==> config.mk <==
export PLATFORM = sky130hd
export DESIGN_NAME = i2c_txn_scheduler
export DESIGN_NICKNAME = d
export VERILOG_FILES = /design/src/rtl/i2c_txn_scheduler.sv
export SDC_FILE = /design/constraint.sdc
export NUM_CORES = 1
export LEC_CHECK = 0
export CORE_AREA = 8 8 105 107
export CTS_CLUSTER_DIAMETER = 120
export DETAILED_ROUTE_END_ITERATION = 8
export DIE_AREA = 0 0 113 115
export GPL_TIMING_DRIVEN = 0
export PLACE_DENSITY = 0.73
export SLEW_MARGIN = 5
export SYNTH_ARGS = -nofsm -noshare
export SYNTH_HDL_FRONTEND = slang
export SYNTH_SLANG_ARGS = --single-unit
==> constraint.sdc <==
create_clock -name clock -period 4.8 [get_ports clock]
set_input_delay 0.96 -clock clock [delete_from_list [all_inputs] [get_ports clock]]
set_output_delay 0.96 -clock clock [all_outputs]
set_load 0.01 [all_outputs]
==> src/rtl/i2c_txn_scheduler.sv <==
// i2c_txn_scheduler: shares one I2C master among NREQ requesters.
// Round-robin arbitration with optional bus lock (repeated start), an
// EEPROM write-cycle guard after write transactions, and a per-transaction
// watchdog. All outputs are registered.
module i2c_txn_scheduler #(
  parameter int unsigned NREQ           = 8,
  parameter int unsigned IDW            = 3,
  parameter int unsigned CNT_W          = 24,
  parameter int unsigned GUARD_CYCLES   = 600000,
  parameter int unsigned TIMEOUT_CYCLES = 1000000
) (
  input  logic            clock,
  input  logic            rst,
  input  logic [NREQ-1:0] req,
  input  logic [NREQ-1:0] lock,
  input  logic [NREQ-1:0] wr_flag,
  output logic [NREQ-1:0] gnt,
  output logic [IDW-1:0]  gnt_id,
  output logic            m_start,
  input  logic            m_done,
  input  logic            m_err,
  output logic            m_abort,
  output logic [NREQ-1:0] done,
  output logic [NREQ-1:0] err,
  output logic            busy,
  output logic            guard_active
);

  typedef enum logic [2:0] {
    S_IDLE    = 3'd0,
    S_START   = 3'd1,
    S_WAIT    = 3'd2,
    S_RELEASE = 3'd3,
    S_GUARD   = 3'd4,
    S_HOLD    = 3'd5
  } state_t;

  localparam logic [CNT_W-1:0] TMO_LAST   = CNT_W'(TIMEOUT_CYCLES - 1);
  localparam logic [CNT_W-1:0] GUARD_LAST = CNT_W'(GUARD_CYCLES - 1);
  localparam logic             TMO_EN     = (TIMEOUT_CYCLES != 0);
  localparam logic             GUARD_EN   = (GUARD_CYCLES != 0);

  // Parameter sanity: reject configurations the counters/index cannot hold
  if (NREQ < 2 || NREQ > 16) begin : g_bad_nreq
    $error("i2c_txn_scheduler: NREQ must be in 2..16");
  end
  if (IDW != $clog2(NREQ)) begin : g_bad_idw
    $error("i2c_txn_scheduler: IDW must equal clog2(NREQ)");
  end
  if (64'(GUARD_CYCLES) >= (64'd1 << CNT_W)) begin : g_bad_guard
    $error("i2c_txn_scheduler: GUARD_CYCLES does not fit in CNT_W");
  end
  if (64'(TIMEOUT_CYCLES) >= (64'd1 << CNT_W)) begin : g_bad_tmo
    $error("i2c_txn_scheduler: TIMEOUT_CYCLES does not fit in CNT_W");
  end

  state_t           state, state_n;
  logic [IDW-1:0]   ptr, ptr_n;
  logic [CNT_W-1:0] cnt, cnt_n;
  logic             wr_q, wr_n;
  logic             guard_arm;

  logic [NREQ-1:0]  gnt_n, done_n, err_n;
  logic [IDW-1:0]   gnt_id_n;
  logic             m_start_n, m_abort_n, busy_n, guard_n;

  logic [IDW-1:0]   pick_id;
  logic             pick_vld;

  // Index base+off folded back into 0..NREQ-1
  function automatic logic [IDW-1:0] wrap_idx(input logic [IDW-1:0] base,
                                               input int unsigned    off);
    int unsigned sum;
    sum = 32'(base) + off;
    if (sum >= NREQ) sum = sum - NREQ;
    return IDW'(sum);
  endfunction

  assign guard_arm = wr_q & GUARD_EN;

  // Round-robin pick: first active request scanning upward from ptr
  always_comb begin
    pick_vld = 1'b0;
    pick_id  = '0;
    for (int unsigned i = 0; i < NREQ; i++) begin
      if (!pick_vld && req[wrap_idx(ptr, i)]) begin
        pick_vld = 1'b1;
        pick_id  = wrap_idx(ptr, i);
      end
    end
  end

  // Next-state and next-output logic
  always_comb begin
    state_n   = state;
    ptr_n     = ptr;
    cnt_n     = cnt;
    wr_n      = wr_q;
    gnt_n     = gnt;
    gnt_id_n  = gnt_id;
    guard_n   = guard_active;
    m_start_n = 1'b0;
    m_abort_n = 1'b0;
    done_n    = '0;
    err_n     = '0;

    case (state)
      S_IDLE: begin
        if (pick_vld) begin
          gnt_n    = NREQ'(1) << pick_id;
          gnt_id_n = pick_id;
          state_n  = S_START;
        end
      end

      S_START: begin
        m_start_n = 1'b1;
        wr_n      = wr_flag[gnt_id];
        cnt_n     = '0;
        state_n   = S_WAIT;
      end

      S_WAIT: begin
        if (m_done) begin
          done_n  = gnt;
          err_n   = m_err ? gnt : '0;
          state_n = S_RELEASE;
        end else if (TMO_EN && cnt == TMO_LAST) begin
          m_abort_n = 1'b1;
          done_n    = gnt;
          err_n     = gnt;
          state_n   = S_RELEASE;
        end else begin
          cnt_n = cnt + CNT_W'(1);
        end
      end

      S_RELEASE: begin
        if (guard_arm) begin
          cnt_n   = GUARD_LAST;
          guard_n = 1'b1;
        end
        if (lock[gnt_id]) begin
          state_n = guard_arm ? S_GUARD : S_HOLD;
        end else begin
          ptr_n    = wrap_idx(gnt_id, 1);
          gnt_n    = '0;
          gnt_id_n = '0;
          state_n  = guard_arm ? S_GUARD : S_IDLE;
        end
      end

      S_GUARD: begin
        // A kept grant means the owner was locked when the guard began
        if (cnt == '0) begin
          guard_n = 1'b0;
          state_n = (gnt != '0) ? S_HOLD : S_IDLE;
        end else begin
          cnt_n = cnt - CNT_W'(1);
        end
      end

      S_HOLD: begin
        if (req[gnt_id]) begin
          state_n = S_START;
        end else if (!lock[gnt_id]) begin
          ptr_n    = wrap_idx(gnt_id, 1);
          gnt_n    = '0;
          gnt_id_n = '0;
          state_n  = S_IDLE;
        end
      end

      default: begin
        state_n = S_IDLE;
      end
    endcase

    busy_n = (state_n != S_IDLE);
  end

  // State, pointer, counter and output registers
  always_ff @(posedge clock) begin
    if (rst) begin
      state        <= S_IDLE;
      ptr          <= '0;
      cnt          <= '0;
      wr_q         <= 1'b0;
      gnt          <= '0;
      gnt_id       <= '0;
      m_start      <= 1'b0;
      m_abort      <= 1'b0;
      done         <= '0;
      err          <= '0;
      busy         <= 1'b0;
      guard_active <= 1'b0;
    end else begin
      state        <= state_n;
      ptr          <= ptr_n;
      cnt          <= cnt_n;
      wr_q         <= wr_n;
      gnt          <= gnt_n;
      gnt_id       <= gnt_id_n;
      m_start      <= m_start_n;
      m_abort      <= m_abort_n;
      done         <= done_n;
      err          <= err_n;
      busy         <= busy_n;
      guard_active <= guard_n;
    end
  end

endmodule
; Word-level counts from Yosys, hierarchy flattened
; Cells that the tools add are included.
[totals]
output_inout_bits = 31
inputBits = 28
reg_bits = 62
[op_classes]
eq_ne = 13
n_reduce_logical = 28
bitwise_logic = 1
shift = 1
mux = 83
n_lt_le_gt_ge = 18
n_addsub = 19
[ops]
columns = operator, n
row1 = 2-to-1 mux 24 bit, 4
row2 = one-hot mux 24 bit (4 select lines), 1
row3 = 2-to-1 mux 3 bit, 31
row4 = 2-to-1 mux 8 bit, 7
row5 = "less-than comparator 3 x 4 -> 1 bit, second input constant", 9
row6 = binary-select mux 1 bit (select 3 bit), 11
row7 = "greater-or-equal comparator 4 bit, second input constant", 8
row8 = "subtractor 3 x 1 -> 3 bit, second input constant", 9
row9 = "adder 24 x 1 -> 24 bit, second input constant", 1
row10 = "== test 24 x 20 -> 1 bit, second input constant", 1
row11 = logical NOT 24 bit, 1
row12 = 2-to-1 mux 1 bit, 24
row13 = one-hot mux 8 bit (3 select lines), 1
row14 = "subtractor 24 x 1 -> 24 bit, second input constant", 1
row15 = one-hot mux 3 bit (6 select lines), 1
row16 = "adder 3 x 3 -> 4 bit, second input constant", 4
row17 = "!= test 2 bit, second input constant", 7
row18 = one-hot mux 3 bit (3 select lines), 1
row19 = "adder 3 x 1 -> 4 bit, second input constant", 2
row20 = "adder 3 x 2 -> 4 bit, second input constant", 2
row21 = nonzero test 8 bit, 1
row22 = "left shift 1 x 3 -> 8 bit, first input constant", 1
row23 = logical AND 1 bit, 7
row24 = logical NOT 1 bit, 7
row25 = 16 further kinds, 21

; Depth between registers and ports, before layout
[depth]
word_depth = 29
mapped_depth = 15
depth_no_buf = 12

; Worst setup path after synthesis
; No wires, ideal clock.
[synth_path]
path_type = register to register
startpoint = register ptr[1]
endpoint = register gnt[7]
required_time_ps = 4716
setup_ps = 84
stages_incl_launch_ff = 15
path_buffers = 4
arrival_time_ps = 3614
slack_ps = 1102
path_cell_list = dfxtp_1 > buf_2 > clkbuf_1 > inv_1 > ha_1 > buf_2 > mux4_2 > a21oi_2 > a22oi_1 > or3_1 > buf_6 > or4_4 > o21ai_2 > nand2_2 > o31ai_2
[synth_via]
elab_chain_len = 29
[synth_lines]
columns = element, line
row1 = start: declaration, 58  ; logic [IDW-1:0] ptr, ptr_n;
row2 = start signal: assignment, 199  ; ptr <= ptr_n;
row3 = branches (longest 29 deep; another with adder 3 x 1 -> 4 bit), n/a
row4 = end signal: assignment, 202  ; gnt <= gnt_n;
row5 = end: declaration, 17  ; output logic [NREQ-1:0] gnt,
; Parallel ways; which one is timed is not known. The select of a mux whose other input is x is not followed.
; A chain may end at the register's enable or synchronous reset.

; Worst setup path in the final report
[layout_path]
startpoint = register state[1]
endpoint = register cnt[23]
[layout_via]
elab_chain_len = 3
[layout_lines]
columns = element, line
row1 = start: declaration, 57  ; state_t state, state_n;
row2 = start signal: assignment, 198  ; state <= state_n;
row3 = == test 3 bit (tied with other cells), 107  ; case (state)
row4 = nonzero test 4 bit (no source line) or != test 2 bit (tied branches), n/a
row5 = AND reduction 5 bit (no source line), n/a
row6 = end signal: assignment, 200  ; cnt <= cnt_n;
row7 = end: declaration, 59  ; logic [CNT_W-1:0] cnt, cnt_n;
; Parallel ways exist; a longest one is shown, timed or not.

==> reports/qor.yml <==
synth:
  synth-seq-area-share_pct: 27.0
  synth_area_sq_um: 4600
  synth_commonest_cells: "62 x dfxtp_1, 48 x a21oi_1, 45 x nor2_1, 36 x nand2_1, 25 x ha_1"
  synth_edf_count: 0
  yosys.area.top_type: "dfxtp_1"
  synth.most_common_cell: "dfxtp_1"
  syn_area_per_cell_sq_um: 8.67
  synth_top_area_share_pct: 27.0
  yosys_warnings: 0
  synth_nets: 585
  syn_inst: 531
  ys_ff_latch: 62
  synth_cell_types: 69
  async_flop_share_pct: 0
  synthTopCellsByArea: "dfxtp_1 27%, mux4_2 9.8%, ha_1 6.8%, a21oi_1 5.2%, nor2_1 3.7%"
  ys.flop_type: "dfxtp_1"
sta:
  max_slew.worst_pin.slew_ps: 1060
  finalMaxSlewViolations: 0
  finalCritPeriodShare_pct: 89.3
  max_freq_ghz: 0.233
  worst_slack_ps: 513
  fin_tns_setup_ps: 0
  clock_skew_ps: 10.8
  setup_viol: 0
  rsz0062_at_grt: "no"
  hold_viol_final: 0
  min_period_ps: 4290
  slew_headroom_pct: 28.7
worst_setup_path:
  end_kind: "flop"
  path_cells: "clkbuf_1 > nor2_1 > nand2_1 > clkinvlp_2 > ha_1 > or2_2 > a211oi_1 > a21oi_1 > a221oi_1 > mux2i_1 > or4_1 > o211ai_1"
  cp_slowest_cell: "clkinvlp_2"
  critical_path_arrival_ps: 4540
  critPathLaunchType: "flop"
  worst-path-max-fanout: 12
  critPathMaxStageDelay_ps: 610
  worstSetupPathType: "flop to flop"
  crit_required_ps: 5050
  reg2regPathDepth: 12
routing:
  routedWlPerCell_um: 16.6
  dr_total_vias: 4387
  initialDrtViolationCount: 363
  drc: 0
  viasPerCell: 6.07
  firstDrtPassIters: 5
  totalWireLength_um: 12000
  ant_nets: 0
final_layout:
  diodes: 0
  fin_area_sq_um: 5580
  regArea_sq_um: 1240
  fillers: 818
  drive_gt1_share_pct: 11.0
  fin_nets: 658
  area_delta_synth_final_pct: 21.1
  multi_input_area_sq_um: 3190
grt:
  grt_overflow: 0
  track_usage_pct: 18.7
  grt_pass1_wl_um: 20200
  antenna_found_initial: 0
  grt_max_degree: 26
  first_global_vias: 4253
die:
  start_util_pct: 48.7
  die_y_um: 115
  die-area_sq_um: 13000
  core_sq_um: 9460
  pin_count: 59
  die_x_um: 113
  rows: 36
hold_path:
  hp-class: "flop to flop"
  worstHoldPathCells: 2
cts:
  cts_sinks: 62
  hold_buffers: 0
  cts_max_level: 3
  insertion_delay_ps: 340
  cts_tree: "built"
  cts_made_buffers: 9
  cts_root_buf: "clkbuf_8"
  clk_pin_slew_ps: 70
  cts.path.max_buffers: 2
power:
  power.switching_w: 0.00107
  seq_power_share_pct: 28.6
  p_int_w: 0.00144
  p_per_area_nw_per_um2: 451
  comb_power_share_pct: 51.1
  p_sw_share_pct: 42.6
  power_frac_clock_pct: 20.3
  p_leak_nw: 2.23
  vdd_drop_max_uv: 173
outcome:
  status: "completed"
place:
  place_congestion: 0.882
  io_buffer_count: 57
  placed_cell_area_sq_um: 5320
  dp_hpwl_um: 9090
  place_ws_ps: 221
flow_run:
  max_cap_violations: 0
[critical path, delay by kind of cell, from the launching register on]
| family | cells | cell delay, ps |
|---|---|---|
| adders and majority gates | 1 | 480 |
| buffers and inverters | 2 | 900 |
| muxes | 1 | 180 |
| DFF | 1 | 310 |
| and+or+nand+nor | 4 | 1350 |
| AOI/OAI and AO/OA | 4 | 980 |
[final timing paths]
kind | startpoint | end | slack, ps
worst max-delay path | state[1] | cnt[23] | 510
worst min-delay path | cnt[11] | cnt[11] | 490
worst min register to register | cnt[11] | cnt[11] | 490
worst max register to register | state[1] | cnt[23] | 510
[final cells by class]
class	count	area share [%]
timing repair inverter	1	0.0897
clock buffer	9	2.22
clock inverter	7	1.75
timing repair buffer	61	10.8
sequential	62	22.3
multi-input combinational	428	57.1
inverter	12	0.875
buffer	29	2.36
tap	114	2.56
[power by group through the flow]
| stage | Combinational (W) | Sequential [W] | Clock, W |
|---|---|---|---|
| after floorplan | 0.000929 | 0.000714 | 0 |
| after global placement | 0.00124 | 0.000726 | 0 |
| after detailed placement | 0.00126 | 0.000730 | 0 |
| after CTS | 0.00127 | 0.000719 | 0.000518 |
| after global routing | 0.00142 | 0.000736 | 0.000545 |
| final | 0.00129 | 0.000719 | 0.000511 |
[state kept, by name (all words and copies together), names as in the netlist]
signal and cells:
guard_active 1, err 8, guard_arm 1, gnt 8, ptr 3, gnt_id 3
busy 1, m_start 1, cnt 24, m_abort 1, done 8, state 3
[stage by stage]
step,utilization [%],hold WS (ps),total power [W],std cells
2_1_floorplan,-,449,0.00164,531
3_3_place_gp,56.2,471,0.00196,702
3_5_place_dp,56.2,476,0.00199,702
4_1_cts,58.5,488,0.00250,718
5_1_grt,59.0,508,0.00270,723
6_report,59.0,486,0.00252,723
[per-layer routing]
layer | track usage [%] | wire, um | up-vias
met5 | 0 | 0 | -
met4 | 5.33 | 182 | 0
met3 | 3.89 | 771 | 20
met2 | 31.1 | 5570 | 168
met1 | 24.0 | 5490 | 2051
li1 | - | - | 2148
[what timing repair did]
| action | CTS | global route |
|---|---|---|
| setup endpoints to repair | 0 | 2 |
| resized for setup | 0 | 1 |
| buffers inserted | 0 | 4 |
[kinds of logic after synthesis]
logic type / share of synthesized area, %
and+or+nand+nor: 20.2
AOI/OAI and AO/OA: 22.3
DFF: 27.0
muxes: 15.1
buffers and inverters: 3.83
adders and majority gates: 7.23
xor gates and xnor gates: 4.38
[cell usage in the layout, fill, tap and decap left out, drive strengths merged, types with 4 or more instances in the layout]
cell	synthesis	routed
xnor2	12	12
and2	22	22
nand2b	7	7
clkbuf	20	29
and3	8	8
clkinvlp	0	4
mux4	20	20
clkdlybuf4s50	0	57
o21ai	24	24
nand3	12	12
a22oi	4	4
nor3	13	13
a22o	5	5
a21oi	49	49
xor2	11	11
a31oi	11	11
nor4	11	11
nand2	37	37
mux2	8	8
dfxtp	62	62
nor2b	5	5
a211oi	12	12
ha	25	25
nor2	45	45
inv	11	11
buf	9	13
a21o	14	14
or3	4	4
or2	4	4
mux2i	15	15
(Power assumes the default switching activity.)
